### src/rtl/seq_alu.sv
// Registered ALU: ops 0-12 and divide-by-zero finish in one cycle. MUL/DIVU/REMU
// iterate for WIDTH cycles (IDLE | accepts start, RUN | one shift-add or restoring-subtract step per cycle).
module seq_alu #(
  parameter int WIDTH = 32,
  parameter int SA_W  = $clog2(WIDTH)
) (
  input  logic             clk_i,
  input  logic             rst_i,
  input  logic             start_i,
  input  logic [3:0]       op_i,
  input  logic [SA_W-1:0]  sa_i,
  input  logic [WIDTH-1:0] sr_i,
  input  logic [WIDTH-1:0] tr_i,
  output logic [WIDTH-1:0] dr_o,
  output logic             we_o,
  output logic [3:0]       flags_o,
  output logic             div_zero_o,
  output logic             busy_o,
  output logic             done_o
);
  localparam logic [3:0] OP_MOV = 4'd0,  OP_ADD = 4'd1,  OP_SUB = 4'd2,  OP_CMP  = 4'd3;
  localparam logic [3:0] OP_AND = 4'd4,  OP_OR  = 4'd5,  OP_XOR = 4'd6,  OP_NEG  = 4'd7;
  localparam logic [3:0] OP_NOT = 4'd8,  OP_SLL = 4'd9,  OP_SLA = 4'd10, OP_SRL  = 4'd11;
  localparam logic [3:0] OP_SRA = 4'd12, OP_MUL = 4'd13, OP_DIVU = 4'd14, OP_REMU = 4'd15;
  localparam logic [1:0] MOP_MUL = 2'b01, MOP_REM = 2'b11;
  localparam int CNT_W = SA_W + 1;
  localparam logic [CNT_W-1:0] CNT_INIT = CNT_W'(WIDTH);
  localparam logic [CNT_W-1:0] CNT_ONE  = CNT_W'(1);

  typedef enum logic {S_IDLE, S_RUN} state_e;

  state_e           state_q, state_d;
  logic [CNT_W-1:0] cnt_q, cnt_d;
  logic [WIDTH-1:0] hi_q, hi_d, lo_q, lo_d, dvs_q, dvs_d, dr_q, dr_d;
  logic [1:0]       mop_q, mop_d;
  logic [3:0]       flags_q, flags_d;
  logic             we_q, we_d, dz_q, dz_d, done_q, done_d;

  logic [WIDTH-1:0] alu_res, sla_back, mc_res;
  logic [WIDTH:0]   ext_s, mul_sum, trial;
  logic             alu_c, alu_v, alu_we, alu_dz, qbit, mc_cv, start_mc;

  // Single-cycle datapath; shifts use a one-bit extension to catch the last bit out.
  always_comb begin
    ext_s    = '0;
    sla_back = '0;
    alu_res  = '0;
    alu_c    = 1'b0;
    alu_v    = 1'b0;
    alu_we   = 1'b1;
    alu_dz   = 1'b0;
    case (op_i)
      OP_MOV: alu_res = sr_i;
      OP_ADD: begin
        ext_s   = {1'b0, tr_i} + {1'b0, sr_i};
        alu_res = ext_s[WIDTH-1:0];
        alu_c   = ext_s[WIDTH];
        alu_v   = (tr_i[WIDTH-1] == sr_i[WIDTH-1]) && (alu_res[WIDTH-1] != tr_i[WIDTH-1]);
      end
      OP_SUB, OP_CMP: begin
        ext_s   = {1'b0, tr_i} - {1'b0, sr_i};
        alu_res = ext_s[WIDTH-1:0];
        alu_c   = ext_s[WIDTH];
        alu_v   = (tr_i[WIDTH-1] != sr_i[WIDTH-1]) && (alu_res[WIDTH-1] != tr_i[WIDTH-1]);
        alu_we  = (op_i != OP_CMP);
      end
      OP_AND: alu_res = tr_i & sr_i;
      OP_OR:  alu_res = tr_i | sr_i;
      OP_XOR: alu_res = tr_i ^ sr_i;
      OP_NEG: begin
        alu_res = -tr_i;
        alu_c   = |tr_i;
        alu_v   = tr_i[WIDTH-1] & alu_res[WIDTH-1];
      end
      OP_NOT: alu_res = ~tr_i;
      OP_SLL, OP_SLA: begin
        ext_s   = {1'b0, tr_i} << sa_i;
        alu_res = ext_s[WIDTH-1:0];
        alu_c   = ext_s[WIDTH];
        if (op_i == OP_SLA) begin
          // Shifting back arithmetically recovers tr only if no sign change occurred.
          sla_back = $signed(alu_res) >>> sa_i;
          alu_v    = (sla_back != tr_i);
        end
      end
      OP_SRL: begin
        ext_s   = {tr_i, 1'b0} >> sa_i;
        alu_res = ext_s[WIDTH:1];
        alu_c   = ext_s[0];
      end
      OP_SRA: begin
        ext_s   = $signed({tr_i, 1'b0}) >>> sa_i;
        alu_res = ext_s[WIDTH:1];
        alu_c   = ext_s[0];
      end
      OP_DIVU: begin
        alu_res = '1;
        alu_dz  = 1'b1;
      end
      OP_REMU: begin
        alu_res = tr_i;
        alu_dz  = 1'b1;
      end
      default: ;
    endcase
  end

  always_ff @(posedge clk_i or posedge rst_i) begin
    if (rst_i) begin
      state_q <= S_IDLE;
      cnt_q   <= '0;
      hi_q    <= '0;
      lo_q    <= '0;
      dvs_q   <= '0;
      mop_q   <= '0;
      dr_q    <= '0;
      flags_q <= '0;
      we_q    <= 1'b0;
      dz_q    <= 1'b0;
      done_q  <= 1'b0;
    end else begin
      state_q <= state_d;
      cnt_q   <= cnt_d;
      hi_q    <= hi_d;
      lo_q    <= lo_d;
      dvs_q   <= dvs_d;
      mop_q   <= mop_d;
      dr_q    <= dr_d;
      flags_q <= flags_d;
      we_q    <= we_d;
      dz_q    <= dz_d;
      done_q  <= done_d;
    end
  end

  always_comb begin
    state_d = state_q;
    cnt_d   = cnt_q;
    hi_d    = hi_q;
    lo_d    = lo_q;
    dvs_d   = dvs_q;
    mop_d   = mop_q;
    dr_d    = dr_q;
    flags_d = flags_q;
    we_d    = we_q;
    dz_d    = dz_q;
    done_d  = 1'b0;
    mc_res  = '0;
    mc_cv   = 1'b0;
    start_mc = (op_i >= OP_MUL) && ((op_i == OP_MUL) || (sr_i != '0));
    mul_sum = {1'b0, hi_q} + ({1'b0, dvs_q} & {(WIDTH+1){lo_q[0]}});
    trial   = {hi_q, lo_q[WIDTH-1]};
    qbit    = (trial >= {1'b0, dvs_q});
    case (state_q)
      S_IDLE: begin
        if (start_i && start_mc) begin
          state_d = S_RUN;
          cnt_d   = CNT_INIT;
          hi_d    = '0;
          lo_d    = tr_i;
          dvs_d   = sr_i;
          mop_d   = op_i[1:0];
        end else if (start_i) begin
          dr_d    = alu_res;
          flags_d = {alu_res[WIDTH-1], ~|alu_res, alu_c, alu_v};
          we_d    = alu_we;
          dz_d    = alu_dz;
          done_d  = 1'b1;
        end
      end
      S_RUN: begin
        cnt_d = cnt_q - CNT_ONE;
        if (mop_q == MOP_MUL) begin
          hi_d = mul_sum[WIDTH:1];
          lo_d = {mul_sum[0], lo_q[WIDTH-1:1]};
        end else begin
          hi_d = qbit ? (trial[WIDTH-1:0] - dvs_q) : trial[WIDTH-1:0];
          lo_d = {lo_q[WIDTH-2:0], qbit};
        end
        if (cnt_q == CNT_ONE) begin
          mc_res  = (mop_q == MOP_REM) ? hi_d : lo_d;
          mc_cv   = (mop_q == MOP_MUL) && (hi_d != '0);
          state_d = S_IDLE;
          dr_d    = mc_res;
          flags_d = {mc_res[WIDTH-1], ~|mc_res, mc_cv, mc_cv};
          we_d    = 1'b1;
          dz_d    = 1'b0;
          done_d  = 1'b1;
        end
      end
      default: state_d = S_IDLE;
    endcase
  end

  always_comb begin
    busy_o     = (state_q == S_RUN);
    done_o     = done_q;
    dr_o       = dr_q;
    flags_o    = flags_q;
    we_o       = we_q;
    div_zero_o = dz_q;
  end
endmodule

### config.mk
export PLATFORM = sky130hd
export DESIGN_NAME = seq_alu
export DESIGN_NICKNAME = d
export VERILOG_FILES = /design/src/rtl/seq_alu.sv
export SDC_FILE = /design/constraint.sdc
export NUM_CORES = 1
export LEC_CHECK = 0
export ABC_AREA = 1
export CORE_MARGIN = 5
export CORE_UTILIZATION = 35
export CTS_CLUSTER_SIZE = 16
export DETAILED_ROUTE_END_ITERATION = 12
export MAX_ROUTING_LAYER = met4
export PLACE_DENSITY = 0.56
export SYNTH_ARGS = -nofsm -noshare
export SYNTH_HDL_FRONTEND = slang
export SYNTH_SLANG_ARGS = --single-unit
export TNS_END_PERCENT = 30
### constraint.sdc
create_clock -name clk_i -period 5.26 [get_ports clk_i]
set_input_delay 1.052 -clock clk_i [delete_from_list [all_inputs] [get_ports clk_i]]
set_output_delay 1.052 -clock clk_i [all_outputs]
set_load 0.1 [all_outputs]
Word-level counts from Yosys, hierarchy flattened --
Index checks and enable logic that the tools add are counted.
Storage, ports and cells: bits of input ports 76, output and inout bits 40, word-level logic and storage cells 118, register bits after elaboration 144
Cells by class: bitwise logic cells 7, shifts and indexed selects 4, reduce and logical (&&, ||, !) cells 19, magnitude comparators 2, equality and inequality tests 28, $add $sub $neg 6, multiplexer cells 41
Operators with widths (number):
- $pmux 32 s13 | 1
- $mux 32 | 11
- $pmux 32 s2 | 3
- $reduce_or 32->1 | 3
- $reduce_bool 32->1 | 2
- $add 32x32->33 | 1
- $add 32x33->33 | 1
- $and 32x33->33 | 1
- $ge 33x32->1 | 1
- $shl 32x5->33 | 1
- $shr 33x5->33 | 1
- $sshr 33x5->33 | 1
- $sub 32x32->33 | 1
- $and 32x32->32 | 1
- $eq 4x4->1 const B | 8
- $ne 32x32->1 | 1
- $neg 32->32 | 1
- $not 32->32 | 1
- $or 32x32->32 | 1
- $sshr 32x5->32 | 1
- $sub 32x32->32 | 1
- $xor 32x32->32 | 1
- $eq 4x3->1 const B | 4
- $mux 1 | 14
- other kinds (28) | 45

Depth between registers and ports, before layout --
Gate-level depths: netlist of run 1.
depth after elaboration 9, gate-level depth with buffers 31

Least setup slack after synthesis of run 1 --
Ideal clock, no wire load.
path type input port to flip-flop, start input port tr_i[6], end register flags_q[2], in the netlist flags_o[2], data arrival time 3.697 ns, buffers on the path 1, cell stages on the path 23, data required time 5.190 ns, slack 1.493 ns, cell sequence buf_2 > nor4_4 > nand3_2 > nor4_4 > nand4_2 > nor2_2 > nand2_1 > nor2_1 > ha_1 > nor2_1 > a221oi_1 > nand4_1 > a31oi_1 > nand3_1 > nor2_1 > o21ai_1 > nor2_1 > nand2_1 > nor2_1 > nand4_1 > nand2_1 > nor2_1 > nor2_2
Between the ends: cells in the longest elaborated chain, start to end 7
RTL lines:
- from (decl) | line 13 | input logic [WIDTH-1:0] tr_i,
- $neg 32->32 (tied with other cells) | line 71 | alu_res = -tr_i;
- $pmux 32 s13 (*) | line 52 | case (op_i)
- $reduce_or 32->1 (*) | line 165 | flags_d = {alu_res[WIDTH-1], ~|alu_res, alu_c, alu_v};
- $logic_not 1->1 (*) | line 165
- $mux 4 (*) | line 163 | end else if (start_i) begin
- $mux 4 (*) | line 156 | if (start_i && start_mc) begin
- $pmux 4 s2 (*) | line 154 | case (state_q)
- to (signal assigned) | line 129 | flags_q <= flags_d;
- to (decl) | line 36 | logic [3:0] flags_q, flags_d;
Mark *: on every way between the ends. The rest lies on a longest branch, timed or not. The select of a mux whose other input is x is not followed. A chain may end at the register's enable or synchronous reset.

Worst setup path in the final report of run 1 --
start input port tr_i[0], end register flags_q[2], in the netlist flags_o[2]
Same word-level chain as after synthesis.

==> summary.md, run 1 <==
| Metric | Value |
|---|---|
| Drt drc | 0 |
| Final Hold Viols | 0 |
| Worst endpoint data arrival time | 5390 ps |
| Mapped Area | 23700 um2 |
| Maxcap violations | 0 |
| Port-buffer cells | 115 |
| Clock latency on the worst-skew pair | 450 ps |
| Finished Core Util | 0.404 |
| Max-slew violation count | 0 |
| Largest net degree at the start of global routing | 100 |
| CORE AREA | 67300 um2 |
| Hold/Removal Path Class | reg2reg |
| Worst Max-Slew Pin Slew | 1050 ps |
| Initial antenna violation count | 4 |
| Via count | 30.1k |
| Sw Ratio | 0.557 |
| Critical Path RT | 5630 ps |
| CTS Buf Count | 17 |
| I/O pin cnt | 116 |
| Status | completed |
| GRT Util Overall | 0.343 |
| Fin Clk Skew | 15.6 ps |
| Worst-path clk slew | 70 ps |
| Slew margin rel. | 0.296 |
| Final Setup Violations | 0 |
| Ratio of final minimum period to clock period | 0.954 |
| Post-CTS setup buffers | 0 |
| Vias per cell | 5.87 |
| CP Max Fanout | 6 |
| Final Net Count | 4487 |
| Die height | 270 um |
| Clock Power Share | 0.135 |
| Primary FF master, synth | dfrtp_1 |
| Most common cell after layout, fill and taps aside | nand2_1 |
| Power density cells | 336 nW/um2 |
| Max Fclk | 0.199 GHz |
| Post-DP Area | 26600 um2 |
| Yosys warnings | 0 |
| RSZ-0062 raised after global routing | no |
| CP startpoint kind | input port |
| Post-route ant nets | 0 |
| Layout area overhead | 14.5% |
| Int Pwr | 0.00405 W |
| CP dominant cell by count | nand2_1 |
| P_sw | 0.00509 W |
| Asr flop ratio synth | 1.00 |
| Die ar. | 73200 um2 |
| Global route overflow | 0 |
| Row count | 95 |
| Logic pwr share | 0.688 |
| WL/cell | 25.0 um |
| Design area | 27200 um2 |
| CTS tree | yes |
| Drt total wl | 128000 um |
| Num Clock Sinks | 143 |
| Gpl congestion | 1.10 |
| Peak VDD IR | 0.268 mV |
| Yosys cell types | 76 |
| WS Path Type | in2reg |
| Critical-path top delay cell | a311oi_1 |
| Syn Nets | 4372 |
| Sequential share of power | 0.176 |
| #FFs+latches synth | 143 |
| DP Wirelength | 105000 um |
| Dpl ws | -140 ps |
| Syn avg cell area | 5.77 um2 |
| PnR worst setup slack | 243 ps |
| Setup crit end kind | flip-flop |
| Most frequent cells in the layout | 1139 x nand2_1, 545 x nand3_1, 390 x inv_1 |
| Initial core utilization | 0.353 |
| Register area share after synthesis | 0.151 |
| Max clock buf depth | 2 |
| DRT Pass-1 Iters | 6 |
| Root Buffer | clkbuf_16 |
| Global-route wire length before repair | 187000 um |
| Number of flops mapped to enable cells by yosys | 0 |
| Post-Synthesis Cells | 4119 |
| Number of global-route vias before repair | 28.7k |
| CP cell instances | clkdlybuf4s50_1, ha_1, inv_1, fa_1, inv_1, nand2_1, o21ai_1, nand2_1, o211ai_1, a21oi_1, o21ai_0, o211ai_1, a311oi_1, nand3_1, nor2_1, nand2_1, nor2_1, nand4_1, nand2_1, nor2_1, nor2_2 |
| Leakage | 13.4 nW |
| CTS Hold Bufs | 0 |
| CTS H-Tree Depth | 4 |
| Die Span X | 270 um |
| Initial drt markers | 3470 |
| Share of cells above drive strength 1 | 0.0791 |
| Max incr delay on CP | 780 ps |
| Power Total | 0.00913 W |
| Post-CTS Resized | 0 |
| Final min period | 5020 ps |
-- critical path: cells and delay by family --
family / cells / cell delay [ps]
compound gates: 6 / 1770
fa+ha+maj: 2 / 660
buf+inv: 3 / 810
simple gates: 10 / 1090
-- layout make-up --
type | instances | area (um2)
antenna | 3 | 7.51
fill | 7555 | 40100
inverter | 420 | 1590
timing repair buffer | 324 | 2850
multi-input combinational | 3328 | 17500
sequential | 143 | 3580
clock inverter | 15 | 153
clock buffer | 17 | 425
tap | 873 | 1090
-- routing by layer --
metal / vias up / wire length [um] / track usage
li1: 14200 / - / -
met1: 14200 / 52600 / 0.426
met2: 1371 / 58100 / 0.549
met3: 338 / 9140 / 0.0447
met4: 0 / 8060 / 0.173
met5: - / 0 / -
-- cell usage after synthesis, types with 17 or more instances --
| master | instances | area (um2) |
|---|---|---|
| inv_2 | 19 | 71.3 |
| clkbuf_1 | 108 | 405 |
| o211ai_1 | 42 | 315 |
| nand2_1 | 1139 | 4280 |
| a211oi_1 | 17 | 128 |
| nor2_1 | 285 | 1070 |
| nor4_1 | 20 | 125 |
| o22ai_1 | 54 | 338 |
| nand4_1 | 35 | 219 |
| inv_1 | 394 | 1480 |
| o221ai_1 | 34 | 298 |
| xnor2_1 | 20 | 175 |
| buf_2 | 64 | 320 |
| a21oi_1 | 268 | 1340 |
| o21ai_1 | 78 | 390 |
| dfrtp_1 | 143 | 3580 |
| nand3_1 | 545 | 2730 |
| o2111ai_1 | 19 | 166 |
| nor3_1 | 52 | 260 |
| buf_1 | 25 | 93.8 |
| ha_1 | 173 | 2160 |
| o21ai_0 | 331 | 1660 |
| xor2_1 | 36 | 315 |
-- worst paths after layout --
kind	startpoint	to	slack, ps	cells past startpoint
min in group asynchronous	rst_i	cnt_q[4]	1170	2
setup reg to reg	hi_q[5]	flags_o[0]	640	21
hold / removal	dr_o[6]	dr_o[6]	480	2
hold reg to reg	dr_o[6]	dr_o[6]	480	2
setup / recovery	tr_i[0]	flags_o[2]	240	21
max in group asynchronous	rst_i	dr_o[8]	3100	3
-- logic make-up after synthesis --
group / count (synthesis) / share of synthesized area
AO/OA/AOI/OAI: 949 / 0.232
flip-flops: 143 / 0.151
buffers and inverters: 648 / 0.113
multiplexers: 5 / 0.00211
XOR/XNOR: 56 / 0.0207
AND/OR/NAND/NOR: 2141 / 0.387
adder cells (fa/ha/maj): 177 / 0.0945
-- registers in the layout, indices dropped and copies added (netlist names) --
name	count
busy_o	1
cnt_q	6
lo_q	32
div_zero_o	1
done_o	1
dr_o	32
flags_o	3
we_o	1
mop_q	2
dvs_q	32
hi_q	32
-- power groups by stage --
stage	Combinational, W	Clock [W]	Sequential [W]
final	0.00629	0.00123	0.00161
after global routing	0.00693	0.00130	0.00164
after floorplan	0.00425	0	0.00159
after detailed placement	0.00611	0	0.00162
after CTS	0.00615	0.00125	0.00160
after global placement	0.00612	0	0.00162
-- through the flow --
stage | instances | hold WS, ps | setup TNS, ps
floorplan | 4119 | 459 | 0
global placement | 5088 | 463 | -284
detailed placement | 5088 | 467 | -140
CTS | 5120 | 486 | 0
global route | 5123 | 519 | 0
finish | 5123 | 478 | 0
Note: power is estimated with default switching activity, not from simulation.
==> inputs of run 2 (changes only) <==
- CTS_CLUSTER_SIZE: 16 -> not set
- TNS_END_PERCENT: 30 -> 100
==> results of run 2 <==
The final DEF is identical to that of run 1; final timing and power are the same.
